**src/rtl/aes_pkg.sv**
```systemverilog
// Shared definitions for the AES load controller: the controller state
// encoding and the block and word widths used across the AES datapath.
package aes_pkg;

    localparam int AES_BLK_W = 128;
    localparam int WORD_W    = 32;

    typedef enum logic [2:0] {
        IDLE,
        CLEAR,
        COLLECT,
        COMMIT,
        START,
        WAIT,
        OUT
    } ctrl_state_t;

endpackage

```
**src/rtl/aes_load_ctrl.sv**
```systemverilog
// Sequencer in front of the 128-bit word collector and the AES round core.
// Collects WORDS stream words per group and tags the group as key or data
// from its first word. Key groups are committed to the key register. Data
// groups are committed to the block register and then launch the core, and
// the controller holds the result handshake until the consumer takes it.
// Optional build macro AES_LOAD_CTRL_TIMEOUT_EN adds a watchdog on core_done
// that abandons the operation and raises err_timeout after TIMEOUT_CYCLES
// cycles in WAIT; without it err_timeout is tied low.
module aes_load_ctrl #(
    parameter int WORD_W         = aes_pkg::WORD_W,
    parameter int WORDS          = 4,
    parameter int TIMEOUT_CYCLES = 64
) (
    input  logic              CLK,
    input  logic              RST_N,
    input  logic              in_valid,
    input  logic [WORD_W-1:0] in_data,
    input  logic              in_is_key,
    output logic              in_ready,
    output logic [WORD_W-1:0] col_data,
    output logic              col_enable,
    output logic              col_new_key,
    output logic              key_we,
    output logic              blk_we,
    output logic              core_start,
    input  logic              core_done,
    output logic              out_valid,
    input  logic              out_ready,
    output logic              key_loaded,
    output logic              err_nokey,
    output logic              err_timeout
);
    import aes_pkg::*;

    localparam int CNT_W = (WORDS > 1) ? $clog2(WORDS) : 1;
    localparam logic [CNT_W-1:0] LAST_WORD = CNT_W'(WORDS - 1);

    // A group must exactly fill one AES block, and the watchdog needs a
    // positive limit.
    generate
        if (WORD_W * WORDS != AES_BLK_W) begin : g_bad_group_width
            $error("aes_load_ctrl: WORD_W*WORDS must equal AES_BLK_W");
        end
        if (TIMEOUT_CYCLES < 1) begin : g_bad_timeout
            $error("aes_load_ctrl: TIMEOUT_CYCLES must be at least 1");
        end
    endgenerate

    ctrl_state_t      state;
    logic [CNT_W-1:0] word_cnt;
    logic             group_is_key;
    logic             accept;

    assign accept     = in_valid & in_ready;
    assign col_data   = in_data;
    assign col_enable = accept;

`ifdef AES_LOAD_CTRL_TIMEOUT_EN
    localparam int TMO_W = $clog2(TIMEOUT_CYCLES + 1);
    localparam logic [TMO_W-1:0] TMO_LAST = TMO_W'(TIMEOUT_CYCLES - 1);
    logic [TMO_W-1:0] wdog_cnt;
`else
    assign err_timeout = 1'b0;
`endif

    // Controller sequencing; every strobe is registered so that it is high
    // for exactly the cycle spent in the state it belongs to.
    always_ff @(posedge CLK or negedge RST_N) begin
        if (!RST_N) begin
            state        <= IDLE;
            word_cnt     <= '0;
            group_is_key <= 1'b0;
            in_ready     <= 1'b0;
            col_new_key  <= 1'b0;
            key_we       <= 1'b0;
            blk_we       <= 1'b0;
            core_start   <= 1'b0;
            out_valid    <= 1'b0;
            key_loaded   <= 1'b0;
            err_nokey    <= 1'b0;
`ifdef AES_LOAD_CTRL_TIMEOUT_EN
            err_timeout  <= 1'b0;
            wdog_cnt     <= '0;
`endif
        end else begin
            case (state)
                IDLE: begin
                    if (in_valid) begin
                        col_new_key <= 1'b1;
                        state       <= CLEAR;
                    end
                end
                CLEAR: begin
                    col_new_key <= 1'b0;
                    in_ready    <= 1'b1;
                    state       <= COLLECT;
                end
                COLLECT: begin
                    if (accept) begin
                        if (word_cnt == '0) begin
                            group_is_key <= in_is_key;
                        end
                        if (word_cnt == LAST_WORD) begin
                            word_cnt <= '0;
                            in_ready <= 1'b0;
                            state    <= COMMIT;
                            if ((word_cnt == '0) ? in_is_key : group_is_key) begin
                                key_we <= 1'b1;
                            end else if (key_loaded) begin
                                blk_we <= 1'b1;
                            end
                        end else begin
                            word_cnt <= word_cnt + 1'b1;
                        end
                    end
                end
                COMMIT: begin
                    key_we <= 1'b0;
                    blk_we <= 1'b0;
                    if (group_is_key) begin
                        key_loaded <= 1'b1;
                        state      <= IDLE;
                    end else if (key_loaded) begin
                        core_start <= 1'b1;
                        state      <= START;
                    end else begin
                        err_nokey <= 1'b1;
                        state     <= IDLE;
                    end
                end
                START: begin
                    core_start <= 1'b0;
                    state      <= WAIT;
`ifdef AES_LOAD_CTRL_TIMEOUT_EN
                    wdog_cnt   <= '0;
`endif
                end
                WAIT: begin
                    if (core_done) begin
                        out_valid <= 1'b1;
                        state     <= OUT;
                    end
`ifdef AES_LOAD_CTRL_TIMEOUT_EN
                    else if (wdog_cnt == TMO_LAST) begin
                        err_timeout <= 1'b1;
                        state       <= IDLE;
                    end else begin
                        wdog_cnt <= wdog_cnt + 1'b1;
                    end
`endif
                end
                OUT: begin
                    if (out_ready) begin
                        out_valid <= 1'b0;
                        state     <= IDLE;
                    end
                end
                default: begin
                    state <= IDLE;
                end
            endcase
        end
    end

endmodule

```
**config.mk**
```make
export PLATFORM = sky130hd
export DESIGN_NAME = aes_load_ctrl
export DESIGN_NICKNAME = d
export VERILOG_FILES = /design/src/rtl/aes_pkg.sv /design/src/rtl/aes_load_ctrl.sv
export SDC_FILE = /design/constraint.sdc
export NUM_CORES = 1
export LEC_CHECK = 0
export ABC_AREA = 1
export CELL_PAD_IN_SITES_DETAIL_PLACEMENT = 1
export CELL_PAD_IN_SITES_GLOBAL_PLACEMENT = 1
export CORE_ASPECT_RATIO = 2
export CORE_UTILIZATION = 23
export CTS_CLUSTER_DIAMETER = 150
export DETAILED_ROUTE_END_ITERATION = 8
export PLACE_DENSITY_LB_ADDON = 0.1
export SYNTH_ARGS = -nofsm -noshare
export SYNTH_HDL_FRONTEND = slang
export SYNTH_SLANG_ARGS = --single-unit
```
**constraint.sdc**
```tcl
create_clock -name CLK -period 1.85 [get_ports CLK]
set_input_delay 0.555 -clock CLK [delete_from_list [all_inputs] [get_ports CLK]]
set_output_delay 0.555 -clock CLK [all_outputs]
set_load 0.02 [all_outputs]
```
Word-level counts from Yosys, hierarchy flattened
Index checks and enable logic that the tools add are counted.
{"block": "word_totals", "out_inout_bits": 42, "inputBits": 38, "elab_cells": 78, "register_bits": 14}
{"block": "classes", "n_bitwise": 3, "n_mux": 29, "n_reduce_logical": 17, "eq_ne": 17, "add_sub_neg": 1}
{"op": "$mux W3", "count": 7}
{"op": "$pmux W3 S7", "count": 1}
{"op": "$ne A2 B2 Y1 const B", "count": 10}
{"op": "$mux W1", "count": 14}
{"op": "$pmux W1 S2", "count": 6}
{"op": "$reduce_and A3 Y1", "count": 4}
{"op": "$reduce_and A5 Y1", "count": 2}
{"op": "$reduce_bool A2 Y1", "count": 5}
{"op": "$eq A3 B3 Y1 const B", "count": 3}
{"op": "$eq A3 B2 Y1 const B", "count": 2}
{"op": "$reduce_and A2 Y1", "count": 3}
{"op": "$reduce_and A4 Y1", "count": 1}
{"op": "$eq A3 B1 Y1 const B", "count": 1}
{"op": "$logic_not A3 Y1", "count": 1}
{"op": "$add A2 B1 Y2 const B", "count": 1}
{"op": "$eq A2 B2 Y1 const B", "count": 1}
{"op": "$logic_not A2 Y1", "count": 1}
{"op": "$mux W2", "count": 1}
{"op": "$not A1 Y1", "count": 2}
{"op": "$and A1 B1 Y1", "count": 1}

Logic depth before layout (Yosys ltp)
{"block": "logic_depth", "word_depth": 6, "depth_mapped": 8, "mapped_depth_nobuf": 8}

Least setup slack after synthesis
Ideal clock, no wire load.
{"block": "synth_path", "kind": "input -> output", "start": "in in_valid", "end": "out col_enable", "stages": 2, "path_buffers": 0, "arrival_time_ns": 0.804, "path_slack_ns": 0.491, "required_time_ns": 1.295, "cell_sequence": "nand2_1 -> inv_1"}
{"block": "synth_between", "elab_chain_cells": 1}
{"item": "start: declaration", "line_no": "aes_load_ctrl.sv:16", "rtl": "input logic in_valid,"}
{"item": "$and A1 B1 Y1", "line_no": "aes_load_ctrl.sv:54", "rtl": "assign accept = in_valid & in_ready;"}
{"item": "end: declaration", "line_no": "aes_load_ctrl.sv:21", "rtl": "output logic col_enable,"}
No other way between the ends.

Worst setup path after layout
{"block": "layout_path", "start": "reg in_ready", "end": "out in_ready"}
{"item": "start: declaration", "line_no": "aes_load_ctrl.sv:19", "rtl": "output logic in_ready,"}
{"item": "start signal: assignment", "line_no": "aes_load_ctrl.sv:73", "rtl": "in_ready <= 1'b0;"}
{"item": "start signal: assignment", "line_no": "aes_load_ctrl.sv:95", "rtl": "in_ready <= 1'b1;"}
{"item": "start signal: assignment", "line_no": "aes_load_ctrl.sv:105", "rtl": "in_ready <= 1'b0;"}
No word-level cell between the ends.

==> impl_metrics.json <==
{
  "outcome": "finished clean",
  "dpl.hpwl_um": 1735,
  "routabilityCongestion": 0.7316,
  "yosys-top-cells-area": "dfrtp_1 35%, buf_4 25%, nand2_1 8.2%, o21ai_0 4.4%, inv_1 3.7%",
  "io_pins": 80,
  "routedWlPerCell_um": 13.41,
  "rsz0062_at_grt": "no",
  "critPathKind": "reg -> out",
  "p_leak_nw": 0.4762,
  "m1WireLength_um": 803,
  "core_um2": 4170,
  "cts_hold_buf": 0,
  "num-nets-final": 156,
  "grt_max_degree": 15,
  "dieArea_um2": 4687,
  "ant_nets": 0,
  "synthesis.nets": 168,
  "switching_share_pct": 42.98,
  "setup_viol": 0,
  "root_buffer": "clkbuf_8",
  "cp_max_fo": 3,
  "top_layer": "met4",
  "grtUsageTotal_pct": 10.55,
  "synth.distinct_cells": 24,
  "cts.reportedPaths.clkPinSlew_ns": 0.07,
  "synth-seq-cells": 14,
  "grt_pass1_wl_um": 3615,
  "cp.required_ns": 1.29,
  "intPower_mw": 0.9955,
  "ir_drop_mv": 0.4527,
  "clk_path_buf_depth": 2,
  "routed-via-count": 702,
  "routed_wl_um": 2239,
  "wl_met3_um": 142,
  "first_pass_iters": 3,
  "clock_latency_ns": 0.25,
  "antennaDiodeCount": 0,
  "viasPerCell": 4.204,
  "wl_met2_um": 1231,
  "overflow": 0,
  "die_w_um": 48.91,
  "route.detailed.drc": 0,
  "synth.avg_cell_area_um2": 7.908,
  "p_per_area_nw_per_um2": 1691,
  "clock_sinks": 14,
  "finalCritPeriodShare_pct": 96.43,
  "mostFrequentLayoutCells": "22 x nand2_1, 14 x dfrtp_1, 12 x clkdlybuf4s50_1, 10 x inv_1, 9 x o21ai_0",
  "row_count": 33,
  "p_sw_mw": 0.7504,
  "skew_ns": 0.006054,
  "drt-initial-drc-count": 11,
  "antenna_found_initial": 0,
  "slowest_stage": "clkdlybuf4s50_1",
  "start_util_pct": 24.27,
  "cts_max_level": 1,
  "whs_ns": 0.4802,
  "cts_buffers": 3,
  "max_freq_ghz": 0.5606,
  "placed_area_um2": 980.9,
  "cap_violations": 0,
  "cts_tree": "built",
  "yosys_warnings": 0,
  "syn_inst": 128,
  "synth_top_area_share_pct": 34.61,
  "power_frac_seq_pct": 33.4,
  "drive_gt1_share_pct": 17.39,
  "ys_seq_area_share_pct": 34.61,
  "max_stage_delay_ns": 0.61,
  "die_h_um": 95.82,
  "hp-class": "reg -> reg",
  "slew_violations": 0,
  "grt_pass1_vias": 796,
  "synth.largest_area_cell": "dfrtp_1",
  "power_mw": 1.746,
  "path_buf_inv": 1,
  "post-cts-setup-buffers": 0,
  "syn_area_um2": 1012,
  "post-route-util_pct": 24.75,
  "crit_family": "buffers and inverters",
  "fin_area_um2": 1032,
  "area_growth_pct": 1.978,
  "min_period_ns": 1.784,
  "end_kind": "output pin",
  "critical_path.cell_chain": "clkdlybuf4s50_1",
  "fill_cells": 515,
  "io_buffers": 14,
  "combPwrFrac_pct": 48.8,
  "cp.arrival_ns": 1.23,
  "p_clk_share_pct": 17.8,
  "hold_violations": 0,
  "startpoint_type": "register",
  "layout_commonest_cell": "nand2_1"
}
==> stage by stage <==
step / setup slack [ns] / setup TNS (ns) / std cells
after floorplan: 0.4915 / 0 / 128
after global placement: -0.5172 / -0.6502 / 163
after detailed placement: -0.4934 / -0.6026 / 163
after CTS: 0.03756 / 0 / 167
after global routing: 0.02032 / 0 / 167
final: 0.06611 / 0 / 167
==> layer usage <==
layer / vias to the layer above / global-route usage (%)
li1: 341 / -
met1: 319 / 8.708
met2: 33 / 20.02
met3: 9 / 3.791
met4: 0 / 7.843
met5: - / 0
==> power by group through the flow <==
stage | Clock [mW] | Sequential [mW] | Combinational, mW
2_1_floorplan | 0 | 0.619 | 0.638
3_3_place_gp | 0 | 0.589 | 0.873
3_5_place_dp | 0 | 0.595 | 0.877
4_1_cts | 0.327 | 0.589 | 0.879
5_1_grt | 0.336 | 0.608 | 0.970
6_report | 0.311 | 0.583 | 0.853
==> area by class of cell <==
cell class                 instances  area (µm²)  share of cell area [%]
clock buffer                       4       55.05                   5.333
inverter                          14       52.55                   5.091
multi-input combinational         65       342.8                   33.21
sequential                        14       350.3                   33.94
tap                               52       65.06                   6.303
timing repair buffer              18       166.4                   16.12
==> cell usage after synthesis <==
master / count
nand3_4: 1
nor2_4: 1
a21oi_1: 2
a2bb2oi_1: 1
nor2_1: 7
nor3_1: 1
nand4_1: 1
buf_6: 1
dfrtp_1: 14
buf_4: 34
conb_1: 1
o21bai_1: 1
inv_1: 10
o21ai_0: 9
a21boi_1: 1
clkinv_1: 1
nand3_2: 1
nand3_1: 7
nand2_2: 1
ha_1: 2
nor2_2: 4
o21ai_1: 2
nand2_1: 22
inv_2: 3
==> cells by family (layout without fill, tap and decap cells) <==
family                     count (synthesis)  count (layout)  synth area share, %
DFF                                       14              14                34.61
AOI/OAI and AO/OA                         16              16                8.777
adders and majority gates                  2               2                2.472
buffers and inverters                     49              36                31.52
other                                      1               1               0.3705
and+or+nand+nor                           46              46                22.25
==> registers in the layout (all words and copies together), names as in the netlist <==
name and flops:
blk_we 1, state 3, core_start 1, key_we 1, err_nokey 1, group_is_key 1, out_valid 1, key_loaded 1
word_cnt 2, in_ready 1, col_new_key 1
==> timing repair <==
action	4_1_cts	5_1_grt
endpoints found under the setup margin	1	0
endpoints found under the hold margin	0	0
gates resized for setup	6	0
==> worst paths after layout <==
path | endpoint | slack, ns | startpoint | cells after the start
setup / recovery | in_ready | 0.07 | in_ready | 1
hold / removal | err_nokey | 0.48 | err_nokey | 1
setup reg to reg | state[1] | 0.52 | state[1] | 7
hold reg to reg | err_nokey | 0.48 | err_nokey | 1
max in group asynchronous | word_cnt[0] | 1.05 | RST_N | 2
min in group asynchronous | core_start | 0.61 | RST_N | 2
Note: power is estimated with default switching activity, not from simulation.
